### src/rtl/sft_pipe_multi.sv
// Pipelined multi-mode barrel shifter (LSL / LSR / ASR / ROL).
// One register slice per log-shift stage, largest shift first, valid/ready
// flow control with bubble collapsing. Latency is SEL_WIDTH cycles.
// Optional feature macro: SFT_PIPE_STICKY_EN adds a per-beat sticky bit (OR of
// bits discarded by LSR/ASR); without it out_sticky is tied low.
module sft_pipe_multi #(
    parameter int unsigned D_WIDTH   = 16,
    parameter int unsigned SEL_WIDTH = 4
) (
    input  logic                 clk,
    input  logic                 rst_n,
    input  logic                 flush,
    input  logic                 in_valid,
    output logic                 in_ready,
    input  logic [D_WIDTH-1:0]   in_data,
    input  logic [SEL_WIDTH-1:0] in_sel,
    input  logic [1:0]           in_mode,
    output logic                 out_valid,
    input  logic                 out_ready,
    output logic [D_WIDTH-1:0]   out_data,
    output logic                 out_sticky
);

    localparam int unsigned NumStages = SEL_WIDTH;

    localparam logic [1:0] ModeLsl = 2'b00;
    localparam logic [1:0] ModeLsr = 2'b01;
    localparam logic [1:0] ModeAsr = 2'b10;
    localparam logic [1:0] ModeRol = 2'b11;

    typedef logic [D_WIDTH-1:0]   data_t;
    typedef logic [SEL_WIDTH-1:0] sel_t;

    // Shift by a fixed stage amount k; ASR fills with the sign captured at input.
    function automatic data_t shift_stage(input data_t d, input logic [1:0] mode,
                                          input logic sign, input int unsigned k);
        data_t ones;
        data_t res;
        ones = '1;
        res  = d;
        unique case (mode)
            ModeLsl: res = d << k;
            ModeLsr: res = d >> k;
            ModeAsr: res = (d >> k) | (sign ? ~(ones >> k) : '0);
            ModeRol: res = (d << k) | (d >> (D_WIDTH - k));
            default: res = d;
        endcase
        return res;
    endfunction

`ifdef SFT_PIPE_STICKY_EN
    // True when a right shift by k drops any set bit.
    function automatic logic lost_bits(input data_t d, input logic [1:0] mode,
                                       input int unsigned k);
        data_t ones;
        ones = '1;
        return ((mode == ModeLsr) || (mode == ModeAsr)) && ((d & ~(ones << k)) != '0);
    endfunction
`endif

    // Stage registers
    data_t                data_q [NumStages];
    data_t                data_d [NumStages];
    sel_t                 sel_q  [NumStages];
    sel_t                 sel_d  [NumStages];
    logic [1:0]           mode_q [NumStages];
    logic [1:0]           mode_d [NumStages];
    logic [NumStages-1:0] sign_q;
    logic [NumStages-1:0] sign_d;
    logic [NumStages-1:0] valid_q;
    logic [NumStages-1:0] valid_d;
`ifdef SFT_PIPE_STICKY_EN
    logic [NumStages-1:0] sticky_q;
    logic [NumStages-1:0] sticky_d;
    logic [NumStages-1:0] src_sticky;
`endif

    // Per-stage upstream view: stage 0 sees the input port, stage s sees slice s-1
    data_t                src_data [NumStages];
    sel_t                 src_sel  [NumStages];
    logic [1:0]           src_mode [NumStages];
    logic [NumStages-1:0] src_sign;
    logic [NumStages-1:0] src_valid;
    logic [NumStages-1:0] adv;

    // Route each stage's source beat
    always_comb begin
        src_data[0]  = in_data;
        src_sel[0]   = in_sel;
        src_mode[0]  = in_mode;
        src_sign[0]  = in_data[D_WIDTH-1];
        src_valid[0] = in_valid;
`ifdef SFT_PIPE_STICKY_EN
        src_sticky[0] = 1'b0;
`endif
        for (int s = 1; s < NumStages; s++) begin
            src_data[s]  = data_q[s-1];
            src_sel[s]   = sel_q[s-1];
            src_mode[s]  = mode_q[s-1];
            src_sign[s]  = sign_q[s-1];
            src_valid[s] = valid_q[s-1];
`ifdef SFT_PIPE_STICKY_EN
            src_sticky[s] = sticky_q[s-1];
`endif
        end
    end

    // Stage s may load when any slice from s to the output is empty or the output drains;
    // written without a ripple through adv itself to keep the chain acyclic.
    always_comb begin
        for (int s = 0; s < NumStages; s++) begin
            adv[s] = out_ready || ((~valid_q >> s) != '0);
        end
    end

    assign in_ready = adv[0];

    // Next-state for every slice; flush overrides all valids
    always_comb begin
        for (int s = 0; s < NumStages; s++) begin
            data_d[s]  = data_q[s];
            sel_d[s]   = sel_q[s];
            mode_d[s]  = mode_q[s];
            sign_d[s]  = sign_q[s];
            valid_d[s] = valid_q[s];
`ifdef SFT_PIPE_STICKY_EN
            sticky_d[s] = sticky_q[s];
`endif
            if (adv[s]) begin
                valid_d[s] = src_valid[s];
                if (src_valid[s]) begin
                    sel_d[s]  = src_sel[s];
                    mode_d[s] = src_mode[s];
                    sign_d[s] = src_sign[s];
                    if (src_sel[s][NumStages-1-s]) begin
                        data_d[s] = shift_stage(src_data[s], src_mode[s], src_sign[s],
                                                32'd1 << (NumStages - 1 - s));
                    end else begin
                        data_d[s] = src_data[s];
                    end
`ifdef SFT_PIPE_STICKY_EN
                    sticky_d[s] = src_sticky[s] |
                                  (src_sel[s][NumStages-1-s] &&
                                   lost_bits(src_data[s], src_mode[s],
                                             32'd1 << (NumStages - 1 - s)));
`endif
                end
            end
        end
        if (flush) begin
            valid_d = '0;
        end
    end

    // Slice registers with asynchronous clear
    always_ff @(posedge clk or negedge rst_n) begin
        if (!rst_n) begin
            for (int s = 0; s < NumStages; s++) begin
                data_q[s] <= '0;
                sel_q[s]  <= '0;
                mode_q[s] <= '0;
            end
            sign_q  <= '0;
            valid_q <= '0;
`ifdef SFT_PIPE_STICKY_EN
            sticky_q <= '0;
`endif
        end else begin
            for (int s = 0; s < NumStages; s++) begin
                data_q[s] <= data_d[s];
                sel_q[s]  <= sel_d[s];
                mode_q[s] <= mode_d[s];
            end
            sign_q  <= sign_d;
            valid_q <= valid_d;
`ifdef SFT_PIPE_STICKY_EN
            sticky_q <= sticky_d;
`endif
        end
    end

    assign out_valid = valid_q[NumStages-1];
    assign out_data  = data_q[NumStages-1];
`ifdef SFT_PIPE_STICKY_EN
    assign out_sticky = sticky_q[NumStages-1];
`else
    assign out_sticky = 1'b0;
`endif

    // The last slice's control fields have no consumer downstream
    logic unused_last_stage;
    assign unused_last_stage = ^{sel_q[NumStages-1], mode_q[NumStages-1], sign_q[NumStages-1]};

endmodule

### config.mk
export PLATFORM = sky130hd
export DESIGN_NAME = sft_pipe_multi
export DESIGN_NICKNAME = d
export VERILOG_FILES = /design/src/rtl/sft_pipe_multi.sv
export SDC_FILE = /design/constraint.sdc
export NUM_CORES = 1
export LEC_CHECK = 0
export ABC_AREA = 1
export CAP_MARGIN = 20
export CELL_PAD_IN_SITES_DETAIL_PLACEMENT = 0
export CELL_PAD_IN_SITES_GLOBAL_PLACEMENT = 1
export CORE_MARGIN = 2
export CORE_UTILIZATION = 45
export CTS_BUF_LIST = sky130_fd_sc_hd__clkbuf_4 sky130_fd_sc_hd__clkbuf_8 sky130_fd_sc_hd__clkbuf_16
export CTS_CLUSTER_SIZE = 16
export DETAILED_ROUTE_END_ITERATION = 6
export HOLD_SLACK_MARGIN = 0.1
export PLACE_DENSITY_LB_ADDON = 0.1
export SYNTH_ARGS = -nofsm -noshare
export SYNTH_HDL_FRONTEND = slang
export SYNTH_SLANG_ARGS = --single-unit
### constraint.sdc
create_clock -name clk -period 2.2 [get_ports clk]
set_input_delay 0.66 -clock clk [delete_from_list [all_inputs] [get_ports clk]]
set_output_delay 0.66 -clock clk [all_outputs]
set_load 0.1 [all_outputs]
==> qor.yml, run 1 <==
status:
  status: "completed"
pwr:
  power_density_mw_per_mm2: 945.9
  pwr-share-comb: 0.400
  p_leak_nw: 2.678
  power.internal_mw: 2.883
  total_power_mw: 5.122
  vdd.ir_drop.worst_mv: 0.5043
  p_seq_frac: 0.400
  clkPwrFrac: 0.201
  swShare: 0.4372
  p_sw_mw: 2.239
floorplan:
  core-area_mm2: 0.01028
  start_util: 0.4610
  io_pins: 46
  fp.dieH_um: 106.6
  row_count: 37
  die-area_mm2: 0.01137
  die_w_um: 106.6
global_route:
  grt_pass1_vias: 3926
  grt_max_degree: 41
  grt_pass1_wl_um: 18840
  grtUsageTotal: 0.2065
  antenna_found_initial: 0
  overflow: 0
worst_setup_path:
  r2r_setup_slack_ns: 0.61
  reg2reg_depth: 7
  worstPathCellList: "clkdlybuf4s50_1 -> inv_1 -> nand2_2 -> buf_12"
  reg2reg_from: "mode_q[3]$_DFFE_PN0P_"
  cp-startpoint: "out_ready"
  cp-end-kind: "output pin"
  r2r_end: "out_data[15]$_DFFE_PN0P_"
  path_max_fanout: 4
  worstSetupPathType: "input port to output pin"
  max_stage_delay_ns: 0.45
  critical_path_arrival_ns: 1.47
  crit_end: "in_ready"
  cp.required_ns: 1.54
  slowest_stage: "clkdlybuf4s50_1"
  start_kind: "input port"
place:
  portBuffers: 44
  gp_congestion: 0.8348
  hpwl_um: 8425
clocking:
  worst_skew_pair.late_latency_ns: 0.36
  cts.sinks: 83
  cts_hold_buffers: 0
  ctsLongestPathBuffers: 2
  cts_tree: "yes"
  cts_htree_levels: 3
  cts_root_buf: "clkbuf_8"
  post_cts_buffers: 0
  postCtsResizedCells: 0
  clkTransAtPathRegs_ns: 0.08
  cts_buffers: 9
logic_synthesis:
  yosysUniqueCellTypes: 23
  netlist_instances: 653
  ys_seq_area_frac: 0.4383
  synth_area_leaders: "dfrtp_1, nand2_1, nand3_1, a21oi_1, inv_1"
  ys_warn_count: 0
  syn_nets: 680
  netlist_area_mm2: 0.004738
  postSynthAreaPerCell_um2: 7.256
  ys_ff_latch: 83
  synth.largest_area_cell: "dfrtp_1"
  synth_top_area_frac: 0.4383
detailed_routing:
  drtAntennaViolNets: 0
  drc: 0
  viasPerCell: 5.041
  routed_wl_um: 10990
  drtIter0Drc: 176
  drt_first_pass_iters: 4
  wire_per_inst_um: 13.30
  dr_total_vias: 4164
cells_and_area:
  seqCellArea_mm2: 0.002078
  fill_cells: 1084
  fin_nets: 712
  final_common_cell: "nand2_1"
  diodes: 0
  final_cell_mix: "nand2_1, nand3_1, dfrtp_1"
  multiInputGateArea_mm2: 0.002061
  drive_above_1_share: 0.1304
  area_delta_synth_final_pct: 14.29
hold_path:
  hold_path_class: "input port to async pin"
sta:
  tightest_slew_ns: 0.5582
  rsz0062_at_grt: "false"
  setup_viol: 0
  fin_crit_sh: 0.9660
  clock_skew_ns: 0.01082
  slew_violations: 0
  hold_viol: 0
  relSlewSlack: 0.6278
  tns_ns: 0
  period_minus_slack_ns: 2.125
  fmax_mhz: 470.5
flow_run:
  cap_violations: 0
==> registers in the layout, indices dropped and copies added (netlist names) <==
signal / count
data_q: 48
mode_q: 6
out_data: 16
sel_q: 6
sign_q: 3
valid_q: 4
==> area by class of cell <==
| type | count | share of cell area |
|---|---|---|
| clock buffers | 14 | 0.03212 |
| clock inverters | 2 | 0.001848 |
| inverters | 79 | 0.05522 |
| multi-input cells | 444 | 0.3805 |
| flip-flops and latches | 83 | 0.3838 |
| well taps | 136 | 0.03142 |
| repair buffers | 68 | 0.1151 |
==> cells by family after synthesis <==
family | after synthesis | share of synthesized area
other | 1 | 0.0007914
flip-flops | 83 | 0.4383
buffers and inverters | 126 | 0.1267
AO/OA/AOI/OAI | 129 | 0.1452
AND/OR/NAND/NOR | 314 | 0.2889
==> cell usage after synthesis (all sizes together) <==
| library cell | instances |
|---|---|
| conb | 1 |
| buf | 38 |
| dfrtp | 83 |
| o21ai | 50 |
| nand3b | 1 |
| or2 | 8 |
| clkbuf | 9 |
| clkinv | 2 |
| nor2 | 70 |
| inv | 77 |
| a21oi | 78 |
| nand2 | 139 |
| nand3 | 95 |
| nand4 | 1 |
| a31oi | 1 |
==> power by group through the flow <==
stage | registers [mW] | clock network, mW | logic [mW]
floorplan | 2.01 | 0 | 1.75
global placement | 2.07 | 0 | 2.04
detailed placement | 2.08 | 0 | 2.05
CTS | 2.05 | 1.06 | 2.06
global route | 2.09 | 1.11 | 2.23
finish | 2.05 | 1.03 | 2.05
==> critical path, delay by kind of cell <==
kind	cells	cell delay [ns]
buffers and inverters	3	0.70
AND/OR/NAND/NOR	1	0.11
==> worst min path at each step <==
stage	end	slack, ns	depth (start not counted)	start
floorplan	data_q[16]$_DFFE_PN0P_	0.36	0	rst_n
global placement	data_q[33]$_DFFE_PN0P_	0.47	2	data_q[33]$_DFFE_PN0P_
detailed placement	data_q[33]$_DFFE_PN0P_	0.47	2	data_q[33]$_DFFE_PN0P_
CTS	out_data[15]$_DFFE_PN0P_	0.31	1	rst_n
global route	out_data[15]$_DFFE_PN0P_	0.33	1	rst_n
finish	out_data[8]$_DFFE_PN0P_	0.29	1	rst_n
==> per-layer routing <==
layer	part of all wire	routed length, um	track usage	vias to the layer above
li1	-	-	-	2150
met1	0.44	4800	0.2487	1904
met2	0.51	5602	0.3785	91
met3	0.031	340	0.02310	19
met4	0.022	245	0.07607	0
met5	0	0	0	-
==> metrics by stage <==
step                      worst slack, ns  std cells    util  cell area (um2)  hold slack [ns]
final                             0.07479        826  0.5269             5415           0.2912
after CTS                         0.07394        826  0.5269             5415           0.3088
after detailed placement          0.07757        810  0.5090             5231           0.4677
after floorplan                    0.2561        653       -             4740           0.3644
after global placement            0.06957        810  0.5090             5231           0.4651
after global routing              0.02594        826  0.5269             5415           0.3325
Note: power is estimated with default switching activity, not from simulation.
==> run 2: changes to the inputs <==
--- a/config.mk
+++ b/config.mk
@@ -9,7 +9,7 @@
 export CAP_MARGIN = 20
 export CELL_PAD_IN_SITES_DETAIL_PLACEMENT = 0
 export CELL_PAD_IN_SITES_GLOBAL_PLACEMENT = 1
-export CORE_MARGIN = 2
+export CORE_MARGIN = 8
 export CORE_UTILIZATION = 45
 export CTS_BUF_LIST = sky130_fd_sc_hd__clkbuf_4 sky130_fd_sc_hd__clkbuf_8 sky130_fd_sc_hd__clkbuf_16
 export CTS_CLUSTER_SIZE = 16
==> qor.yml, run 2 (synthesized netlist as in run 1, its figures left out) <==
status:
  status: "completed"  # unchanged
sta:
  slew_violations: 0  # unchanged
  clock_skew_ns: 0.009180  # was 0.01082 ns
  fin_crit_sh: 0.9666  # was 0.9660
  hold_viol: 0  # unchanged
  rsz0062_at_grt: "false"  # unchanged
  relSlewSlack: 0.6518  # was 0.6278
  tns_ns: 0  # unchanged
  setup_viol: 0  # unchanged
  tightest_slew_ns: 0.5224  # was 0.5582 ns
  period_minus_slack_ns: 2.127  # was 2.125 ns
  fmax_mhz: 470.2  # was 470.5 MHz
clocking:
  cts_root_buf: "clkbuf_8"  # unchanged
  worst_skew_pair.late_latency_ns: 0.36  # about the same
  cts_htree_levels: 3  # unchanged
  cts_tree: "yes"  # unchanged
  cts_hold_buffers: 0  # unchanged
  ctsLongestPathBuffers: 2  # unchanged
  clkTransAtPathRegs_ns: 0.08  # about the same
  post_cts_buffers: 0  # unchanged
  cts.sinks: 83  # unchanged
  postCtsResizedCells: 0  # unchanged
  cts_buffers: 9  # unchanged
worst_setup_path:
  max_stage_delay_ns: 0.45  # about the same
  start_kind: "input port"  # unchanged
  reg2reg_from: "mode_q[3]$_DFFE_PN0P_"  # unchanged
  critical_path_arrival_ns: 1.47  # about the same
  worstPathCellList: "clkdlybuf4s50_1 -> inv_1 -> nand2_2 -> buf_12"  # unchanged
  r2r_setup_slack_ns: 0.64  # was 0.61 ns
  worstSetupPathType: "input port to output pin"  # unchanged
  path_max_fanout: 4  # unchanged
  slowest_stage: "clkdlybuf4s50_1"  # unchanged
  cp-end-kind: "output pin"  # unchanged
  cp.required_ns: 1.54  # about the same
  r2r_end: "out_data[15]$_DFFE_PN0P_"  # unchanged
  reg2reg_depth: 7  # unchanged
floorplan:
  start_util: 0.4610  # unchanged
  die_w_um: 118.6  # was 106.6 um
  core-area_mm2: 0.01028  # unchanged
  die-area_mm2: 0.01407  # was 0.01137 mm2
  row_count: 37  # unchanged
  io_pins: 46  # unchanged
  fp.dieH_um: 118.6  # was 106.6 um
pwr:
  p_leak_nw: 2.654  # was 2.678 nW
  pwr-share-comb: 0.395  # was 0.400
  power_density_mw_per_mm2: 952.2  # was 945.9 mW/mm2
  power.internal_mw: 2.873  # was 2.883 mW
  p_sw_mw: 2.243  # was 2.239 mW
  total_power_mw: 5.116  # was 5.122 mW
  vdd.ir_drop.worst_mv: 0.4786  # was 0.5043 mV
  p_seq_frac: 0.403  # was 0.400
  swShare: 0.4385  # was 0.4372
  clkPwrFrac: 0.202  # was 0.201
cells_and_area:
  drive_above_1_share: 0.1254  # was 0.1304
  top_register: "data_q"  # unchanged
  area_delta_synth_final_pct: 13.39  # was 14.29%
  final_cell_mix: "nand2_1, nand3_1, dfrtp_1"  # unchanged
  largest_reg_flops: 48  # unchanged
  diodes: 0  # unchanged
  fin_nets: 708  # was 712
  final_common_cell: "nand2_1"  # unchanged
global_route:
  grt_pass1_vias: 4235  # was 3926
  grt_max_degree: 67  # was 41
  grt_pass1_wl_um: 19550  # was 18840 um
  overflow: 0  # unchanged
  antenna_found_initial: 0  # unchanged
  grtUsageTotal: 0.1657  # was 0.2065
detailed_routing:
  wl_met2_um: 5492  # was 5602 um
  routed_wl_um: 11070  # was 10990 um
  viasPerCell: 5.052  # was 5.041
  wl_met1_um: 4716  # was 4800 um
  drtIter0Drc: 278  # was 176
  dr_total_vias: 4153  # was 4164
  wire_per_inst_um: 13.47  # was 13.30 um
  highest_layer: "met4"  # unchanged
  drt_first_pass_iters: 4  # unchanged
  wl_met3_um: 510  # was 340 um
  drtAntennaViolNets: 0  # unchanged
  drc: 0  # unchanged
place:
  portBuffers: 44  # unchanged
  hpwl_um: 8421  # was 8425 um
  gp_congestion: 0.8774  # was 0.8348
flow_run:
  cap_violations: 0  # unchanged
hold_path:
  hold_path_class: "input port to async pin"  # unchanged
[run 2: cell types whose count changed in the layout (fill, tap and decap cells not counted)]
cell,change
buf_12,-1
buf_4,-3
[run 2: layout make-up]
type                    instances  area (um2)
clock buffers                  14       173.9
clock inverters                 2       10.01
fillers                      1061        4905
inverters                      79       299.0
multi-input cells             444        2061
flip-flops and latches         83        2078
well taps                     136       170.2
repair buffers                 64       580.6
[run 2: worst max path at each step]
stage / startpoint / endpoint / cells after the start
final: out_ready / in_ready / 4
after global routing: out_ready / in_ready / 4
after CTS: out_ready / in_ready / 4
after detailed placement: out_ready / in_ready / 4
after global placement: out_ready / in_ready / 4
after floorplan: valid_q[3]$_DFFE_PN0P_ / in_ready / 3
[run 2: critical path, delay by kind of cell]
family | cells | cell delay, ns
buffers and inverters | 3 | 0.70
AND/OR/NAND/NOR | 1 | 0.11
[run 2: power by group through the flow]
stage | Combinational (mW) | Sequential, mW | Clock, mW
after CTS | 2.04 | 2.06 | 1.06
after global routing | 2.21 | 2.11 | 1.13
after global placement | 2.02 | 2.08 | 0
after floorplan | 1.75 | 2.01 | 0
after detailed placement | 2.03 | 2.09 | 0
final | 2.02 | 2.06 | 1.03
[run 2: routing by layer]
metal  global-route usage  vias up
li1                     -     2135
met5                    0        -
met4              0.08379        0
met1               0.1812     1889
met3              0.03950       24
met2               0.2939      105
[run 2: metrics by stage]
step                      hold slack (ns)  utilization  cell area, um2  worst slack (ns)  std cells
after floorplan                    0.3644            -            4740            0.2561        653
after global placement             0.4673       0.5049            5189           0.06830        806
after detailed placement           0.4707       0.5049            5189           0.07246        806
after CTS                          0.1562       0.5228            5373           0.06857        822
after global routing               0.1630       0.5228            5373           0.03049        822
final                              0.1555       0.5228            5373           0.07341        822
